### src/rtl/deposit_money_module.sv
// deposit_money_module: customer deposit intake with headroom check, cash-store credit handshake and log strobe.
// Optional DEPOSIT_TIMEOUT_EN bounds the wait for cash_inc_ack to TIMEOUT_CYCLES CREDIT cycles.
module deposit_money_module #(
  parameter int AMOUNT_W       = 4,
  parameter int CASH_W         = 8,
  parameter int CASH_MAX       = 255,
  parameter int TIMEOUT_CYCLES = 16
) (
  input  logic                clock,
  input  logic                reset_n,
  input  logic                dep_valid,
  input  logic [AMOUNT_W-1:0] dep_amount,
  output logic                dep_ready,
  input  logic [CASH_W-1:0]   cash_value,
  output logic                cash_inc_valid,
  output logic [AMOUNT_W-1:0] cash_inc_amount,
  input  logic                cash_inc_ack,
  output logic                log_valid,
  output logic [1:0]          log_op,
  output logic                log_status,
  output logic [AMOUNT_W-1:0] log_amount,
  output logic                done,
  output logic                DP
);
  typedef enum logic [1:0] {IDLE, CHECK, CREDIT, LOG} state_e;
  state_e              state_q;
  logic [AMOUNT_W-1:0] amt_q;
  logic                st_q;
  logic                dp_q;
  logic [CASH_W:0]     sum;
  logic                reject;
`ifdef DEPOSIT_TIMEOUT_EN
  localparam int CNT_W = $clog2(TIMEOUT_CYCLES + 1);
  logic [CNT_W-1:0] cnt_q;
`endif
  // one extra bit keeps the headroom compare from wrapping
  assign sum             = {1'b0, cash_value} + (CASH_W+1)'(amt_q);
  assign reject          = (amt_q == '0) || (sum > (CASH_W+1)'(CASH_MAX));
  assign dep_ready       = state_q == IDLE;
  assign cash_inc_valid  = state_q == CREDIT;
  assign cash_inc_amount = amt_q;
  assign log_valid       = state_q == LOG;
  assign done            = state_q == LOG;
  assign log_op          = 2'b01;
  assign log_status      = st_q;
  assign log_amount      = amt_q;
  assign DP              = dp_q;
  always_ff @(posedge clock or negedge reset_n) begin
    if (!reset_n) begin
      state_q <= IDLE;
      amt_q   <= '0;
      st_q    <= 1'b0;
      dp_q    <= 1'b0;
`ifdef DEPOSIT_TIMEOUT_EN
      cnt_q   <= '0;
`endif
    end else begin
      case (state_q)
        IDLE: if (dep_valid) begin
          amt_q   <= dep_amount;
          state_q <= CHECK;
        end
        CHECK: begin
          if (reject) begin
            st_q    <= 1'b0;
            state_q <= LOG;
          end else state_q <= CREDIT;
`ifdef DEPOSIT_TIMEOUT_EN
          cnt_q <= '0;
`endif
        end
        CREDIT: if (cash_inc_ack) begin
          st_q    <= 1'b1;
          state_q <= LOG;
        end
`ifdef DEPOSIT_TIMEOUT_EN
        else if (cnt_q == CNT_W'(TIMEOUT_CYCLES - 1)) begin
          st_q    <= 1'b0;
          state_q <= LOG;
        end else cnt_q <= cnt_q + 1'b1;
`endif
        LOG: begin
          dp_q    <= ~st_q;
          state_q <= IDLE;
        end
      endcase
    end
  end
endmodule

### config.mk
export PLATFORM = sky130hd
export DESIGN_NAME = deposit_money_module
export DESIGN_NICKNAME = d
export VERILOG_FILES = /design/src/rtl/deposit_money_module.sv
export SDC_FILE = /design/constraint.sdc
export NUM_CORES = 1
export LEC_CHECK = 0
export ABC_AREA = 1
export BUFFER_PORTS_ARGS = -buffer_cell sky130_fd_sc_hd__buf_2
export CAP_MARGIN = 0
export CORE_MARGIN = 2
export CORE_UTILIZATION = 35
export DETAILED_ROUTE_END_ITERATION = 16
export PLACE_DENSITY = 0.68
export SYNTH_ARGS = -nofsm -noshare
export SYNTH_HDL_FRONTEND = slang
export SYNTH_SLANG_ARGS = --single-unit
### constraint.sdc
create_clock -name clock -period 1.93 [get_ports clock]
set_input_delay 0.193 -clock clock [delete_from_list [all_inputs] [get_ports clock]]
set_output_delay 0.193 -clock clock [all_outputs]
set_load 0.02 [all_outputs]
==> results.sh, run 1 <==
export IMPL_status="complete, no violations"
export IMPL_wl_mm=1.07
export IMPL_dp_cells=108
export IMPL_path_class="reg2reg"
export IMPL_cp_arrival_ps=1640
export IMPL_fin_skew_ps=4.06
export IMPL_clock_sinks=8
export IMPL_worstSkewPairLatency_ps=260
export IMPL_ant_nets=0
export IMPL_pre_cts_ws_ps=413
export IMPL_maxSlewViolCount=0
export IMPL_postCtsSetupRepairBufs=0
export IMPL_cts_tree="yes"
export IMPL_critPathSlowestCell="dfrtp_1"
export IMPL_syn_avg_cell_area_um2=8.51
export IMPL_port_buffer_count=29
export IMPL_synth_seq_cells=8
export IMPL_cts_buffers=3
export IMPL_first_pass_iters=1
export IMPL_die_area_mm2=0.00205
export IMPL_grt_pass1_vias=458
export IMPL_syn_inst=70
export IMPL_setup_tns_final_ps=0
export IMPL_grt_max_degree=9
export IMPL_required_ps=2080
export IMPL_syn_to_final_growth_pct=24.4
export IMPL_place_congestion=0.741
export IMPL_track_usage_pct=11.6
export IMPL_core_area_mm2=0.00156
export IMPL_overflow=0
export IMPL_synth_cell_types=19
export IMPL_p_per_area_mw_per_mm2=1620
export IMPL_hold_buffers=1
export IMPL_setup_violations=0
export IMPL_grt_pass1_wl_mm=1.73
export IMPL_hold_violations=0
export IMPL_layout_setup_ws_ps=436
export IMPL_antenna_found_initial=0
export IMPL_drive_above_1_share_pct=41.7
export IMPL_leakage_nw=0.439
export IMPL_post_dp_hpwl_um=915
export IMPL_clk_pin_slew_worst_paths_ps=60
export IMPL_critPathLaunchType="register"
export IMPL_ys_warn_count=0
export IMPL_routed_via_density=4.47
export IMPL_hold_path_class="in2reg"
export IMPL_cts_buffer_depth=2
export IMPL_total_power_mw=1.20
export IMPL_cts_max_level=1
export IMPL_rsz0062_at_grt="false"
export IMPL_start_util_pct=38.2
export IMPL_cp_end_kind="register"
export IMPL_cts_root_buffer="clkbuf_4"
export IMPL_path_cells="ha_1, inv_1, fa_1, inv_1, nand3_1, nand2_1, nand2_2, nand3_2, nand3_2, nand2_1, nand2_1"
export IMPL_syn_nets=94
export IMPL_hold_ws_ps=169
export IMPL_path_max_fanout=4
export IMPL_min_period_ps=1490
export IMPL_routedWlPerCell_um=9.55
export IMPL_path_common_cell="nand2_1"
export IMPL_diodes=0
export IMPL_fin_nets=122
export IMPL_vias=501
export IMPL_layout_cell_area_non_filler_um2=741
export IMPL_max_stage_delay_ps=370
export IMPL_max_clock_freq_mhz=669
export IMPL_cap_violations=0
export IMPL_syn_cell_area_um2=596
export IMPL_num_rows=14
export IMPL_postLayoutCoreUtil_pct=47.5
export IMPL_stdcell_count=112
export IMPL_finalCritPeriodShare_pct=77.4
export IMPL_ir_drop_uv=583
export IMPL_drc=0
export IMPL_ys_seq_area_share_pct=33.6
export IMPL_drtIter0Drc=0
export IMPL_dpl_cell_area_um2=708
export IMPL_ios=32
export IMPL_die_w_um=45.3
export IMPL_cts_resized=0
export IMPL_die_h_um=45.3
metal layers:
| metal | routed length (um) | track usage (%) | up-vias |
|---|---|---|---|
| li1 | - | - | 261 |
| met2 | 569 | 20.9 | 18 |
| met3 | 57 | 1.20 | 2 |
| met4 | 10 | 5.29 | 0 |
| met1 | 433 | 13.6 | 220 |
| met5 | 0 | 0 | - |
kinds of logic after synthesis:
group,share of synthesized area (%)
compound gates,5.88
fa+ha+maj,18.1
buf+inv,15.1
flops,33.6
mux,5.04
other cells,1.26
simple gates,21.0
layout by cell type, fill, tap and decap left out, drive strengths merged:
cell and instances:
buf 29, nand2 15, inv 10, dfrtp 8, ha 7, nor2 5, a21oi 4, nand3 4
clkbuf 3, o21ai 3, mux2 2, conb 2, or2 1, nand4 1, fa 1, dlygate4sd3 1
synth_stat cells:
cell / number / area share (%)
nor2_2: 1 / 1.1
o21ai_0: 1 / 0.84
o21ai_1: 2 / 1.7
nand3_1: 2 / 1.7
inv_2: 1 / 0.63
buf_4: 7 / 8.8
fa_1: 1 / 3.4
nor2_1: 4 / 2.5
or2_1: 1 / 1.1
a21oi_1: 4 / 3.4
nand2_2: 2 / 2.1
nand4_1: 1 / 1.1
inv_1: 9 / 5.7
nand2_1: 13 / 8.2
nand3_2: 2 / 3.4
dfrtp_1: 8 / 34
mux2_4: 2 / 5.0
conb_1: 2 / 1.3
ha_1: 7 / 15
worst max-delay path, delay by kind of cell (launching register included):
family | cells | cell delay (ps)
buf+inv | 2 | 100
flops | 1 | 370
simple gates | 7 | 410
fa+ha+maj | 2 | 500
registers in the layout (all words and copies together) (netlist names):
name and count:
state_q 2, log_status 1, DP 1, cash_inc_amount 4
final timing paths:
path	from	end	slack, ps	cells after the start
worst max-delay path	cash_inc_amount[0]$_DFFE_PN0P_	log_status$_DFFE_PN0P_	440	11
worst min-delay path	dep_amount[3]	cash_inc_amount[3]$_DFFE_PN0P_	170	2
worst max register to register	cash_inc_amount[0]$_DFFE_PN0P_	log_status$_DFFE_PN0P_	440	11
worst min register to register	log_status$_DFFE_PN0P_	DP$_DFFE_PN0P_	470	1
max in group asynchronous	reset_n	cash_inc_amount[2]$_DFFE_PN0P_	1450	2
min in group asynchronous	reset_n	DP$_DFFE_PN0P_	310	2
area by class of cell:
type                       count  area, um^2
multi-input combinational     45         305
inverter                      10        37.5
clock buffer                   3        22.5
sequential                     8         200
fill                         163         818
tap                           16        20.0
timing repair buffer          30         155
power by group:
part	switching, mW	internal (mW)
clock network	0.0599	0.0714
registers	0.0766	0.252
logic	0.455	0.281
No activity file was read; power rests on OpenSTA's default activity.
==> inputs of run 2 (changes only) <==
--- a/config.mk
+++ b/config.mk
@@ -11,7 +11,7 @@
 export CORE_MARGIN = 2
 export CORE_UTILIZATION = 35
 export DETAILED_ROUTE_END_ITERATION = 16
-export PLACE_DENSITY = 0.68
+export PLACE_DENSITY = 0.71
 export SYNTH_ARGS = -nofsm -noshare
 export SYNTH_HDL_FRONTEND = slang
 export SYNTH_SLANG_ARGS = --single-unit
==> constraint.sdc (replaced) <==
create_clock -name clock -period 1.3 [get_ports clock]
set_input_delay 0.13 -clock clock [delete_from_list [all_inputs] [get_ports clock]]
set_output_delay 0.13 -clock clock [all_outputs]
set_load 0.02 [all_outputs]
==> results.sh, run 2 (same netlist as run 1, synthesis figures left out) <==
export IMPL_status="complete, but fails checks"
export IMPL_violations="setup timing"
export IMPL_grt_max_degree=9
export IMPL_drtIter0Drc=2
export IMPL_fin_nets=128
export IMPL_regArea_um2=203
export IMPL_grt_pass1_vias=482
export IMPL_hold_path_class="in2reg"
export IMPL_max_clock_freq_mhz=707
export IMPL_cts_tree="yes"
export IMPL_num_rows=14
export IMPL_ant_nets=0
export IMPL_drive_above_1_share_pct=54.4
export IMPL_total_power_mw=1.99
export IMPL_cp_arrival_ps=1560
export IMPL_die_w_um=45.3
export IMPL_setup_violations=2
export IMPL_ir_drop_uv=841
export IMPL_pre_cts_ws_ps=-124
export IMPL_cp_end_kind="register"
export IMPL_finalCritPeriodShare_pct=109
export IMPL_postCtsSetupRepairBufs=0
export IMPL_num_fill_cells=140
export IMPL_maxSlewViolCount=0
export IMPL_hold_violations=0
export IMPL_hold_ws_ps=96.4
export IMPL_cts_root_buffer="clkbuf_4"
export IMPL_cts_max_level=1
export IMPL_track_usage_pct=13.6
export IMPL_final_cell_mix="27 x buf_2, 13 x nand2_1, 8 x buf_4"
export IMPL_die_h_um=45.3
export IMPL_path_class="reg2reg"
export IMPL_routedWlPerCell_um=10.2
export IMPL_required_ps=1450
export IMPL_start_util_pct=38.2
export IMPL_cts_buffer_depth=2
export IMPL_cap_violations=0
export IMPL_clk_pin_slew_worst_paths_ps=60
export IMPL_diodes=0
export IMPL_layout_commonest_cell="buf_2"
export IMPL_place_congestion=0.754
export IMPL_clock_sinks=8
export IMPL_drc=0
export IMPL_rsz0062_at_grt="true"
export IMPL_fin_skew_ps=5.84
export IMPL_first_pass_iters=4
export IMPL_core_area_mm2=0.00156
export IMPL_worstSkewPairLatency_ps=260
export IMPL_multiInputGateArea_um2=328
export IMPL_path_max_fanout=2
export IMPL_layout_setup_ws_ps=-114
export IMPL_leakage_nw=0.460
export IMPL_p_per_area_mw_per_mm2=2430
export IMPL_syn_to_final_growth_pct=37.6
export IMPL_overflow=0
export IMPL_port_buffer_count=29
export IMPL_min_period_ps=1410
export IMPL_cts_buffers=3
export IMPL_ios=32
export IMPL_die_area_mm2=0.00205
export IMPL_critPathLaunchType="register"
export IMPL_antenna_found_initial=0
export IMPL_routed_via_density=4.43
export IMPL_vias=527
export IMPL_post_dp_hpwl_um=998
export IMPL_largest_reg_flops=4
export IMPL_wl_mm=1.21
export IMPL_grt_pass1_wl_mm=1.95
## run 2: where the power goes
group | switching, mW | internal (mW) | leakage (nW)
Sequential | 0.0969 | 0.380 | 0.0901
Combinational | 0.745 | 0.558 | 0.355
Clock | 0.0953 | 0.118 | 0.0150
Total | 0.937 | 1.06 | 0.460
## run 2: layer usage
| metal | GRT usage [%] | part of all wire (%) | wire, um |
|---|---|---|---|
| met5 | 0 | 0 | 0 |
| met4 | 10.6 | 1.4 | 17 |
| met3 | 2.40 | 3.1 | 38 |
| met2 | 22.3 | 52 | 632 |
| met1 | 15.6 | 43 | 523 |
## run 2: final cells by class
type / instances / share of cell area (%)
multi-input cells: 45 / 40.0
repair buffers: 36 / 25.0
clock buffers: 4 / 3.21
well taps: 16 / 2.44
inverters: 10 / 4.58
flip-flops and latches: 8 / 24.7
## run 2: final timing paths
kind	from	endpoint	slack [ps]	depth (start not counted)
worst min-delay path	dep_amount[2]	cash_inc_amount[2]$_DFFE_PN0P_	100	2
worst max register to register	cash_inc_amount[0]$_DFFE_PN0P_	log_status$_DFFE_PN0P_	-110	11
min in group asynchronous	reset_n	cash_inc_amount[3]$_DFFE_PN0P_	240	2
max in group asynchronous	reset_n	state_q[0]$_DFFE_PN0P_	870	2
worst max-delay path	cash_inc_amount[0]$_DFFE_PN0P_	log_status$_DFFE_PN0P_	-110	11
worst min register to register	log_status$_DFFE_PN0P_	DP$_DFFE_PN0P_	460	1
## run 2: worst max-delay path, stage by stage, from the launching register on
cell,delay [ps]
dfrtp_2,380
ha_4,120
inv_2,30
fa_2,310
inv_1,50
nand3_1,50
nand2_1,70
nand2_2,60
nand3_2,70
nand3_2,50
nand2_1,50
nand2_1,50
## run 2: what timing repair did
action	CTS	global route
hold buffers	1	0
gates resized for setup	3	4
pin swaps	1	0
endpoints found under the hold margin	8	0
endpoints found under the setup margin	4	8
cloned	0	0
## run 2: per-stage QoR
step	setup TNS, ps	instances	utilization, %	instance area [um^2]
floorplan	-287	70	-	614
global route	-456	119	52.6	820
finish	-204	119	52.6	820
global placement	-167	114	49.5	772
CTS	-240	119	52.3	816
detailed placement	-223	114	49.5	772
==> inputs of run 3 (changes only) <==
--- a/config.mk
+++ b/config.mk
@@ -8,10 +8,10 @@
 export ABC_AREA = 1
 export BUFFER_PORTS_ARGS = -buffer_cell sky130_fd_sc_hd__buf_2
 export CAP_MARGIN = 0
-export CORE_MARGIN = 2
 export CORE_UTILIZATION = 35
 export DETAILED_ROUTE_END_ITERATION = 16
 export PLACE_DENSITY = 0.71
+export RECOVER_POWER = 100
 export SYNTH_ARGS = -nofsm -noshare
 export SYNTH_HDL_FRONTEND = slang
 export SYNTH_SLANG_ARGS = --single-unit
==> results.sh, run 3 (same netlist as run 1, synthesis figures left out) <==
export IMPL_status="complete, but fails checks"
export IMPL_violations="setup timing"
export IMPL_first_pass_iters=2
export IMPL_path_cells="ha_4, inv_2, fa_2, inv_2, nand3_2, nand2_2, nand2_2, nand3_2, nand3_2, nand2_1, nand2_1"
export IMPL_die_w_um=43.3
export IMPL_pre_cts_ws_ps=-140
export IMPL_routed_via_density=4.37
export IMPL_busiest_layer="met2"
export IMPL_wl_mm=1.17
export IMPL_use_met2_pct=23.0
export IMPL_ios=32
export IMPL_drc=0
export IMPL_layout_setup_ws_ps=-118
export IMPL_critPathLaunchType="register"
export IMPL_hold_ws_ps=90.7
export IMPL_dpl_cell_area_um2=772
export IMPL_cts_max_level=1
export IMPL_timing_rr_start="cash_inc_amount[0]$_DFFE_PN0P_"
export IMPL_layout_commonest_cell="buf_2"
export IMPL_p_per_area_mw_per_mm2=2420
export IMPL_rsz0062_at_grt="true"
export IMPL_routedWlPerCell_um=9.73
export IMPL_fin_skew_ps=10.4
export IMPL_clockPowerShare_pct=10.5
export IMPL_track_usage_pct=14.1
export IMPL_netSwitchingPower_uw=963
export IMPL_use_met3_pct=7.23
export IMPL_cts_tree="yes"
export IMPL_maxSlewViolCount=0
export IMPL_final_cell_mix="14 x buf_2, 13 x clkbuf_1, 12 x nand2_1"
export IMPL_cap_violations=0
export IMPL_grt_pass1_vias=460
export IMPL_die_h_um=43.3
export IMPL_syn_to_final_growth_pct=37.0
export IMPL_total_power_mw=1.98
export IMPL_drtIter0Drc=2
export IMPL_port_buffer_count=29
export IMPL_place_congestion=0.762
export IMPL_drive_above_1_share_pct=41.3
export IMPL_dp_cells=114
export IMPL_cts_root_buffer="clkbuf_4"
export IMPL_cts_buffers=3
export IMPL_layout_cell_area_non_filler_um2=816
export IMPL_critical_path_buf_inv_count=2
export IMPL_antenna_found_initial=0
export IMPL_path_class="reg2reg"
export IMPL_worstSkewPairLatency_ps=260
export IMPL_clock_sinks=8
export IMPL_ir_drop_uv=1040
export IMPL_path_max_fanout=2
export IMPL_seqPwrFrac_pct=24.0
export IMPL_largest_reg_flops=4
export IMPL_start_util_pct=38.6
export IMPL_core_area_mm2=0.00154
export IMPL_critPathLaunch="cash_inc_amount[0]$_DFFE_PN0P_"
export IMPL_min_from="dep_amount[2]"
export IMPL_num_rows=14
export IMPL_post_dp_hpwl_um=970
export IMPL_grt_max_degree=9
export IMPL_hold_path_class="in2reg"
export IMPL_max_clock_freq_mhz=705
export IMPL_required_ps=1460
export IMPL_critPathSlowestCell="dfrtp_2"
export IMPL_leakage_nw=0.428
export IMPL_finalCritPeriodShare_pct=109
export IMPL_die_area_mm2=0.00187
export IMPL_overflow=0
export IMPL_swShare_pct=48.7
export IMPL_fin_nets=129
export IMPL_min_period_ps=1420
export IMPL_cp_arrival_ps=1580
export IMPL_cts_buffer_depth=2
export IMPL_ant_nets=0
export IMPL_cp_end_kind="register"
export IMPL_critical_path_top_delay_family="adder cells"
export IMPL_diodes=0
export IMPL_hold_violations=0
export IMPL_max_stage_delay_ps=380
export IMPL_path_common_cell="nand3_2"
export IMPL_setup_violations=2
export IMPL_p_int_mw=1.01
export IMPL_stdcell_count=120
export IMPL_vias=524
export IMPL_met1_usage_pct=14.5
export IMPL_clk_pin_slew_worst_paths_ps=60
export IMPL_pwr_share_comb_pct=65.5
export IMPL_grt_pass1_wl_mm=1.83
==> run 3: through the flow <==
step / util, % / setup TNS [ps]
floorplan: - / -287
global placement: 50.1 / -194
detailed placement: 50.1 / -254
CTS: 53.1 / -283
global route: 52.9 / -505
finish: 52.9 / -226
==> run 3: path summary, 6_finish.rpt <==
kind / end / slack (ps) / cells past startpoint
setup / recovery: log_status$_DFFE_PN0P_ / -120 / 11
hold / removal: cash_inc_amount[2]$_DFFE_PN0P_ / 90 / 2
setup reg to reg: log_status$_DFFE_PN0P_ / -120 / 11
hold reg to reg: DP$_DFFE_PN0P_ / 470 / 1
max in group asynchronous: cash_inc_amount[0]$_DFFE_PN0P_ / 670 / 2
min in group asynchronous: cash_inc_amount[1]$_DFFE_PN0P_ / 310 / 2
==> run 3: timing repair <==
item | CTS | global route
pin swaps | 1 | 1
hold buffers | 1 | 0
setup endpoints to repair | 3 | 8
buffers inserted | 0 | 1
endpoints found under the hold margin | 8 | 0
gates resized for setup | 4 | 4
==> run 3: power groups by stage <==
stage / clock [mW] / sequential (mW) / combinational (mW)
finish: 0.208 / 0.474 / 1.30
global route: 0.234 / 0.488 / 1.43
CTS: 0.217 / 0.471 / 1.32
detailed placement: 0 / 0.474 / 1.28
global placement: 0 / 0.469 / 1.25
floorplan: 0 / 0.599 / 0.814
==> run 3: routing by layer <==
| layer | vias to the layer above | share of wire (%) | routed length, um |
|---|---|---|---|
| met5 | - | 0 | 0 |
| met4 | 0 | 1.2 | 14 |
| met3 | 2 | 7.3 | 85 |
| met2 | 17 | 50 | 580 |
| met1 | 228 | 42 | 487 |
| li1 | 277 | - | - |
==> run 3: worst reg2reg max path, cell delays in order, from the launching register on <==
cell and delay (ps):
dfrtp_2 380, ha_4 130, inv_2 30, fa_2 320
inv_2 60, nand3_2 60, nand2_2 60, nand2_2 50
nand3_2 70, nand3_2 50, nand2_1 50, nand2_1 40
==> run 3: final cells by class <==
type	count	area [um^2]
Fill cell	170	726
Multi-Input combinational cell	45	335
Sequential cell	8	201
Timing Repair Buffer	37	195
Inverter	10	37.5
Clock buffer	4	26.3
Tap cell	16	20.0
